### src/rtl/btn_event_if.sv
`default_nettype none
// ============================================================================
// Module   : btn_event_if
// Purpose  : Button inputs, timebase tick and event outputs of btn_event_ctrl.
// Revision : 1.0  initial release
// ============================================================================
interface btn_event_if;
    logic tick_1ms;
    logic btn_inc;
    logic btn_set;
    logic btn_sw;
    logic inc_short;
    logic inc_long;
    logic set;
    logic sw;
    logic busy;

    modport master (
        output tick_1ms, btn_inc, btn_set, btn_sw,
        input  inc_short, inc_long, set, sw, busy
    );

    modport slave (
        input  tick_1ms, btn_inc, btn_set, btn_sw,
        output inc_short, inc_long, set, sw, busy
    );
endinterface
`default_nettype wire

### src/rtl/btn_event_ctrl.sv
`default_nettype none
// ============================================================================
// Module   : btn_event_ctrl
// Purpose  : Debounces three buttons, classifies inc presses (short/long) and
//            emits one-clk event pulses through a fixed-priority arbiter.
//            Optional auto-repeat while inc is long-held: BTN_AUTOREPEAT_EN.
// Revision : 1.0  initial release
// ============================================================================
module btn_event_ctrl #(
    parameter int DEB_MS    = 20,
    parameter int LONG_MS   = 1000,
    parameter int REPEAT_MS = 200
) (
    input  logic         clk,
    input  logic         rst_n,
    btn_event_if.slave   bus
);

    localparam logic [7:0]  c_deb_last  = 8'(DEB_MS - 1);
    localparam logic [11:0] c_long_last = 12'(LONG_MS - 1);

    if (DEB_MS < 1 || DEB_MS > 255 || LONG_MS <= DEB_MS || LONG_MS > 4095 ||
        REPEAT_MS < 1 || REPEAT_MS > 4095) begin : g_bad_params
        $error("btn_event_ctrl: parameter out of range");
    end

    typedef enum logic [1:0] {
        S_IDLE      = 2'd0,
        S_PRESSED   = 2'd1,
        S_LONG_HELD = 2'd2
    } state_t;

    // button index: 0 = inc, 1 = set, 2 = sw
    logic [2:0]  w_btn_raw;
    logic [2:0]  r_sync1;
    logic [2:0]  r_sync2;
    logic [2:0]  r_stable;
    logic [7:0]  r_deb_cnt [3];
    logic [2:0]  w_toggle;
    logic [2:0]  w_rise;
    logic        w_inc_fall;

    state_t      r_state;
    state_t      w_state_nxt;
    logic [11:0] r_hold;
    logic        w_ev_short;
    logic        w_ev_long;

    // pending / output bit order doubles as priority: short, set, long, sw
    logic [3:0]  w_new;
    logic [3:0]  w_grant;
    logic [3:0]  r_pend;
    logic [3:0]  r_out;

    assign w_btn_raw = {bus.btn_sw, bus.btn_set, bus.btn_inc};

    always_ff @(posedge clk or negedge rst_n) begin
        if (!rst_n) begin
            r_sync1 <= '0;
            r_sync2 <= '0;
        end else begin
            r_sync1 <= w_btn_raw;
            r_sync2 <= r_sync1;
        end
    end

    always_comb begin
        w_toggle = '0;
        for (int i = 0; i < 3; i++) begin
            w_toggle[i] = (r_sync2[i] != r_stable[i]) && bus.tick_1ms &&
                          (r_deb_cnt[i] == c_deb_last);
        end
    end

    assign w_rise     = w_toggle & ~r_stable;
    assign w_inc_fall = w_toggle[0] & r_stable[0];

    always_ff @(posedge clk or negedge rst_n) begin
        if (!rst_n) begin
            r_stable <= '0;
            for (int i = 0; i < 3; i++) r_deb_cnt[i] <= '0;
        end else begin
            for (int i = 0; i < 3; i++) begin
                if (r_sync2[i] == r_stable[i]) begin
                    r_deb_cnt[i] <= '0;
                end else if (w_toggle[i]) begin
                    r_deb_cnt[i] <= '0;
                    r_stable[i]  <= ~r_stable[i];
                end else if (bus.tick_1ms) begin
                    r_deb_cnt[i] <= r_deb_cnt[i] + 8'd1;
                end
            end
        end
    end

`ifdef BTN_AUTOREPEAT_EN
    localparam logic [11:0] c_rep_last = 12'(REPEAT_MS - 1);
    logic [11:0] r_rep;

    always_ff @(posedge clk or negedge rst_n) begin
        if (!rst_n) begin
            r_rep <= '0;
        end else if (r_state != S_LONG_HELD) begin
            r_rep <= '0;
        end else if (bus.tick_1ms) begin
            r_rep <= (r_rep == c_rep_last) ? 12'd0 : r_rep + 12'd1;
        end
    end
`endif

    always_ff @(posedge clk or negedge rst_n) begin
        if (!rst_n) r_state <= S_IDLE;
        else        r_state <= w_state_nxt;
    end

    // a release on the very tick the hold would turn long still counts as short
    always_comb begin
        w_state_nxt = r_state;
        w_ev_short  = 1'b0;
        w_ev_long   = 1'b0;
        case (r_state)
            S_IDLE: begin
                if (w_rise[0]) w_state_nxt = S_PRESSED;
            end
            S_PRESSED: begin
                if (w_inc_fall) begin
                    w_ev_short  = 1'b1;
                    w_state_nxt = S_IDLE;
                end else if (bus.tick_1ms && r_hold == c_long_last) begin
                    w_ev_long   = 1'b1;
                    w_state_nxt = S_LONG_HELD;
                end
            end
            S_LONG_HELD: begin
                if (w_inc_fall) begin
                    w_state_nxt = S_IDLE;
                end
`ifdef BTN_AUTOREPEAT_EN
                else if (bus.tick_1ms && r_rep == c_rep_last) begin
                    w_ev_short = 1'b1;
                end
`endif
            end
            default: w_state_nxt = S_IDLE;
        endcase
    end

    always_ff @(posedge clk or negedge rst_n) begin
        if (!rst_n) begin
            r_hold <= '0;
        end else if (r_state == S_IDLE) begin
            r_hold <= '0;
        end else if (bus.tick_1ms && r_hold != 12'hFFF) begin
            r_hold <= r_hold + 12'd1;
        end
    end

    assign w_new   = {w_rise[2], w_ev_long, w_rise[1], w_ev_short};
    assign w_grant = r_pend & (~r_pend + 4'd1);

    always_ff @(posedge clk or negedge rst_n) begin
        if (!rst_n) begin
            r_pend <= '0;
            r_out  <= '0;
        end else begin
            r_pend <= (r_pend & ~w_grant) | w_new;
            r_out  <= w_grant;
        end
    end

    assign bus.inc_short = r_out[0];
    assign bus.set       = r_out[1];
    assign bus.inc_long  = r_out[2];
    assign bus.sw        = r_out[3];
    assign bus.busy      = |r_pend;

endmodule
`default_nettype wire

### src/flat_wrapper.sv
// flat-port wrapper written by rule: the top's interface ports become plain ports
module btn_event_ctrl_flat 
#(
    parameter int DEB_MS    = 20,
    parameter int LONG_MS   = 1000,
    parameter int REPEAT_MS = 200
)
  (clk, rst_n, bus_tick_1ms, bus_btn_inc, bus_btn_set, bus_btn_sw, bus_inc_short, bus_inc_long, bus_set, bus_sw, bus_busy);
  btn_event_if bus_i ();
  input  logic clk;
  input  logic rst_n;
  input wire logic [$bits(bus_i.tick_1ms)-1:0] bus_tick_1ms;
  input wire logic [$bits(bus_i.btn_inc)-1:0] bus_btn_inc;
  input wire logic [$bits(bus_i.btn_set)-1:0] bus_btn_set;
  input wire logic [$bits(bus_i.btn_sw)-1:0] bus_btn_sw;
  output wire logic [$bits(bus_i.inc_short)-1:0] bus_inc_short;
  output wire logic [$bits(bus_i.inc_long)-1:0] bus_inc_long;
  output wire logic [$bits(bus_i.set)-1:0] bus_set;
  output wire logic [$bits(bus_i.sw)-1:0] bus_sw;
  output wire logic [$bits(bus_i.busy)-1:0] bus_busy;
  assign bus_i.tick_1ms = bus_tick_1ms;
  assign bus_i.btn_inc = bus_btn_inc;
  assign bus_i.btn_set = bus_btn_set;
  assign bus_i.btn_sw = bus_btn_sw;
  assign bus_inc_short = bus_i.inc_short;
  assign bus_inc_long = bus_i.inc_long;
  assign bus_set = bus_i.set;
  assign bus_sw = bus_i.sw;
  assign bus_busy = bus_i.busy;
  btn_event_ctrl #(.DEB_MS(DEB_MS), .LONG_MS(LONG_MS), .REPEAT_MS(REPEAT_MS)) u_core (.clk(clk), .rst_n(rst_n), .bus(bus_i));
endmodule
### config.mk
export PLATFORM = sky130hd
export DESIGN_NAME = btn_event_ctrl_flat
export DESIGN_NICKNAME = d
export VERILOG_FILES = /design/src/rtl/btn_event_if.sv /design/src/rtl/btn_event_ctrl.sv /design/src/flat_wrapper.sv
export SDC_FILE = /design/constraint.sdc
export NUM_CORES = 1
export LEC_CHECK = 0
export CORE_ASPECT_RATIO = 0.5
export CORE_UTILIZATION = 60
export DETAILED_ROUTE_END_ITERATION = 12
export PLACE_DENSITY = 0.84
export SLEW_MARGIN = 25
export SYNTH_ARGS = -nofsm -noshare
export SYNTH_HDL_FRONTEND = slang
export SYNTH_SLANG_ARGS = --single-unit
export TNS_END_PERCENT = 10
### constraint.sdc
create_clock -name clk -period 2.15 [get_ports clk]
set_input_delay 0.215 -clock clk [delete_from_list [all_inputs] [get_ports clk]]
set_output_delay 0.215 -clock clk [all_outputs]
set_load 0.02 [all_outputs]
==> qor.txt <==
Initial core utilization: 0.6541
Wire per inst: 15.92 um
Final hold slack: 0.3304 ns
Mapped cell area: 0.002671 mm2
Slew HR: 0.4934
Total GRT Usage: 0.2577
GP Congestion: 0.8254
# port buffers: 10
Count of nets after finishing: 288
Hold Vio Cnt, Final: 0
TritonCTS Sinks: 55
Hold crit path type: in2reg
CP Cell Sequence: or4_1, clkdlybuf4s50_1
Area delta synth->final: 12.04%
First-pass GRT wire length: 9204 um
CP Launch Type: register
DRC violation count after routing: 0
Part of the cycle the worst path needs: 0.9675
RSZ-0062 raised after global routing: false
Main synth FF type: dfrtp_1
FILL cells: 294
Critical Path Max Stage Delay: 0.55 ns
R2r setup slk: 0.21 ns
Die height: 49.18 um
Crit path required time: 1.93 ns
Pwr dens: 710.9 mW/mm2
Hold Path Origin: bus_btn_sw
Pre-antenna DRT Iters: 5
Total of max-cap violations: 0
DRT antenna net count: 0
Later-pin clock latency in the skew report: 0.31 ns
CTS tree: done
Sequential share of the synthesized area: 0.5152
R2R Path Start: u_core.r_hold[0]
CTS Buffer Depth: 2
Yosys reg bits: 55
Synth Instances: 255
Root Buffer: clkbuf_8
Avg Inst Size Synth: 10.48 um2
Die ar.: 0.004739 mm2
Tmin final: 2.080 ns
Antenna cells: 0
Endpoint, Worst Hold: u_core.r_sync1[2]
Vias in the first global route: 1982
Clock Skew: 0.01117 ns
Worst hold stages: 1
Worst R2R Path Depth: 6
Worst VDD drop: 0.0003754 V
Setup-failing EPs final: 0
Ports: 11
Slew Limit Fails: 0
Share of layout cells above drive strength 1: 0.1075
Hpwl dp: 3740 um
Worst slew pin tran: 0.7585 ns
Post-CTS setup buffers: 0
Final wirelength: 5302 um
DIE WIDTH: 96.36 um
Design Power: 2.128 mW
Fmax: 480.7 MHz
YS warnings: 0
Syn_nets: 265
Core ar.: 0.004084 mm2
Number of library cell types mapped by synthesis: 48
Worst EP arrival: 1.87 ns
Setup CP Type: reg2out
Status: finished clean
Area share of the largest cell type after synthesis: 0.5152
RR Endpoint: u_core.r_hold[5]
Post-synth top area cell: dfrtp_1
Leak Pwr: 1.268 nW
DRT iter0 DRCs: 114
Total CTS buffers: 5
Initial antenna violation count: 0
GR Overflow Total: 0
Critical Path Fanout Max: 8
Vias/cell: 6.216
H-tree levels: 2
Vias: 2070
Clock transition at path regs: 0.10 ns
Crit-path slowest cell: clkdlybuf4s50_1
Post-synth ARST share: 1.000
Largest net degree at the start of global routing: 23
Synth top area cells: dfrtp_1 52%, nand3_1 3.4%, a21oi_1 3.2%, nand2_1 2.7%, a22o_1 2.3%
Row count: 16
EDFF count, synth: 0
Worst Setup End Kind: output port
power breakdown:
| part | switching (mW) | internal (mW) |
|---|---|---|
| logic | 0.160 | 0.127 |
| clock network | 0.338 | 0.265 |
| registers | 0.120 | 1.12 |
| total | 0.617 | 1.51 |
critical path, delay by kind of cell (launching register included):
kind	cells	cell delay [ns]
buf+inv	1	0.55
flops	1	0.46
simple gates	1	0.54
registers in the layout, summed over array words and instances (netlist names):
register / count
u_core.r_deb_cnt: 24
u_core.r_hold: 12
u_core.r_out: 4
u_core.r_pend: 4
u_core.r_stable: 3
u_core.r_sync1: 3
u_core.r_sync2: 3
u_core.r_state: 2
per-stage QoR:
| stage | setup TNS [ns] | cell area [um2] | setup WS [ns] | std cells | utilization |
|---|---|---|---|---|---|
| 2_1_floorplan | 0 | 2671 | 0.5268 | 255 | - |
| 3_3_place_gp | 0 | 2883 | 0.01119 | 324 | 0.7059 |
| 3_5_place_dp | -0.1629 | 2883 | -0.1238 | 324 | 0.7059 |
| 4_1_cts | 0 | 2993 | 0.04564 | 333 | 0.7328 |
| 5_1_grt | 0 | 2993 | 0.01838 | 333 | 0.7328 |
| 6_report | 0 | 2993 | 0.06983 | 333 | 0.7328 |
cells in the mapped netlist, drive strengths merged (3+ instances only):
master / instances
a211oi: 4
a21oi: 17
a22o: 7
a31oi: 8
and3: 4
buf: 3
dfrtp: 55
ha: 4
inv: 4
mux2i: 4
nand2: 19
nand2b: 8
nand3: 19
nand4: 3
nor2: 15
nor3: 6
nor3b: 3
nor4b: 4
o21ai: 13
o31ai: 7
or2: 3
or3: 5
or4: 4
xnor2: 6
xor2: 7
worst max-delay path by stage:
| stage | from | endpoint | slack (ns) | cells past startpoint |
|---|---|---|---|---|
| 6_report | u_core.r_pend[0] | bus_busy | 0.07 | 2 |
| 5_1_grt | u_core.r_pend[0] | bus_busy | 0.02 | 2 |
| 4_1_cts | u_core.r_pend[0] | bus_busy | 0.05 | 2 |
| 3_5_place_dp | bus_tick_1ms | u_core.r_deb_cnt[5] | -0.12 | 5 |
| 3_3_place_gp | bus_tick_1ms | u_core.r_deb_cnt[5] | 0.01 | 5 |
| 2_1_floorplan | u_core.r_hold[0] | u_core.r_hold[5] | 0.53 | 5 |
metal layers:
| metal | up-vias | track usage | wire length, um |
|---|---|---|---|
| li1 | 1010 | - | - |
| met1 | 1004 | 0.3779 | 2593 |
| met2 | 51 | 0.3913 | 2389 |
| met3 | 5 | 0.05763 | 281 |
| met4 | 0 | 0.06618 | 38 |
| met5 | - | 0 | 0 |
cell type report:
cell class,count,area [um2],share of cell area
Sequential cell,55,1376,0.4599
Timing Repair Buffer,20,172.7,0.05769
Multi-Input combinational cell,192,1266,0.4231
Tap cell,54,67.56,0.02258
Inverter,4,15.01,0.005017
Clock buffer,7,86.33,0.02885
Clock inverter,1,8.758,0.002926
placed cells by master (no fill, tap or decap), types with 2 or more instances in the layout:
master,instances
a21oi_1,17
nor3b_1,2
xnor2_1,6
nor3_1,6
nand2_1,19
a211oi_1,2
mux2_2,2
ha_1,4
clkbuf_8,6
or4_1,3
nand3_1,18
a31oi_1,8
or2_2,3
mux2i_1,4
a41oi_1,2
nand4_1,3
a211oi_2,2
and3_1,4
nand3b_1,2
nand2b_1,8
a211o_1,2
clkdlybuf4s50_1,9
o31ai_1,7
buf_4,9
nand4b_1,2
a22o_1,7
nor2_1,15
nor4b_1,3
or3_1,5
xor2_1,7
dfrtp_1,55
a21o_1,2
inv_1,4
o21ai_0,12
logic make-up (layout without fill, tap and decap cells):
group                    after synthesis  in the layout  share of synthesized area
AND/OR/NAND/NOR                      103            103                     0.2187
AO/OA/AOI/OAI                         66             66                     0.1686
flip-flops                            55             55                     0.5152
XOR/XNOR                              13             13                    0.04262
buffers and inverters                  8             32                    0.01264
multiplexers                           6              6                    0.02342
adder cells (fa/ha/maj)                4              4                    0.01874
what timing repair did:
item / CTS / global route
resized for setup: 1 / 0
hold endpoints to repair: 20 / 0
setup endpoints to repair: 5 / 0
hold buffers: 1 / 0
(Power assumes the default switching activity.)
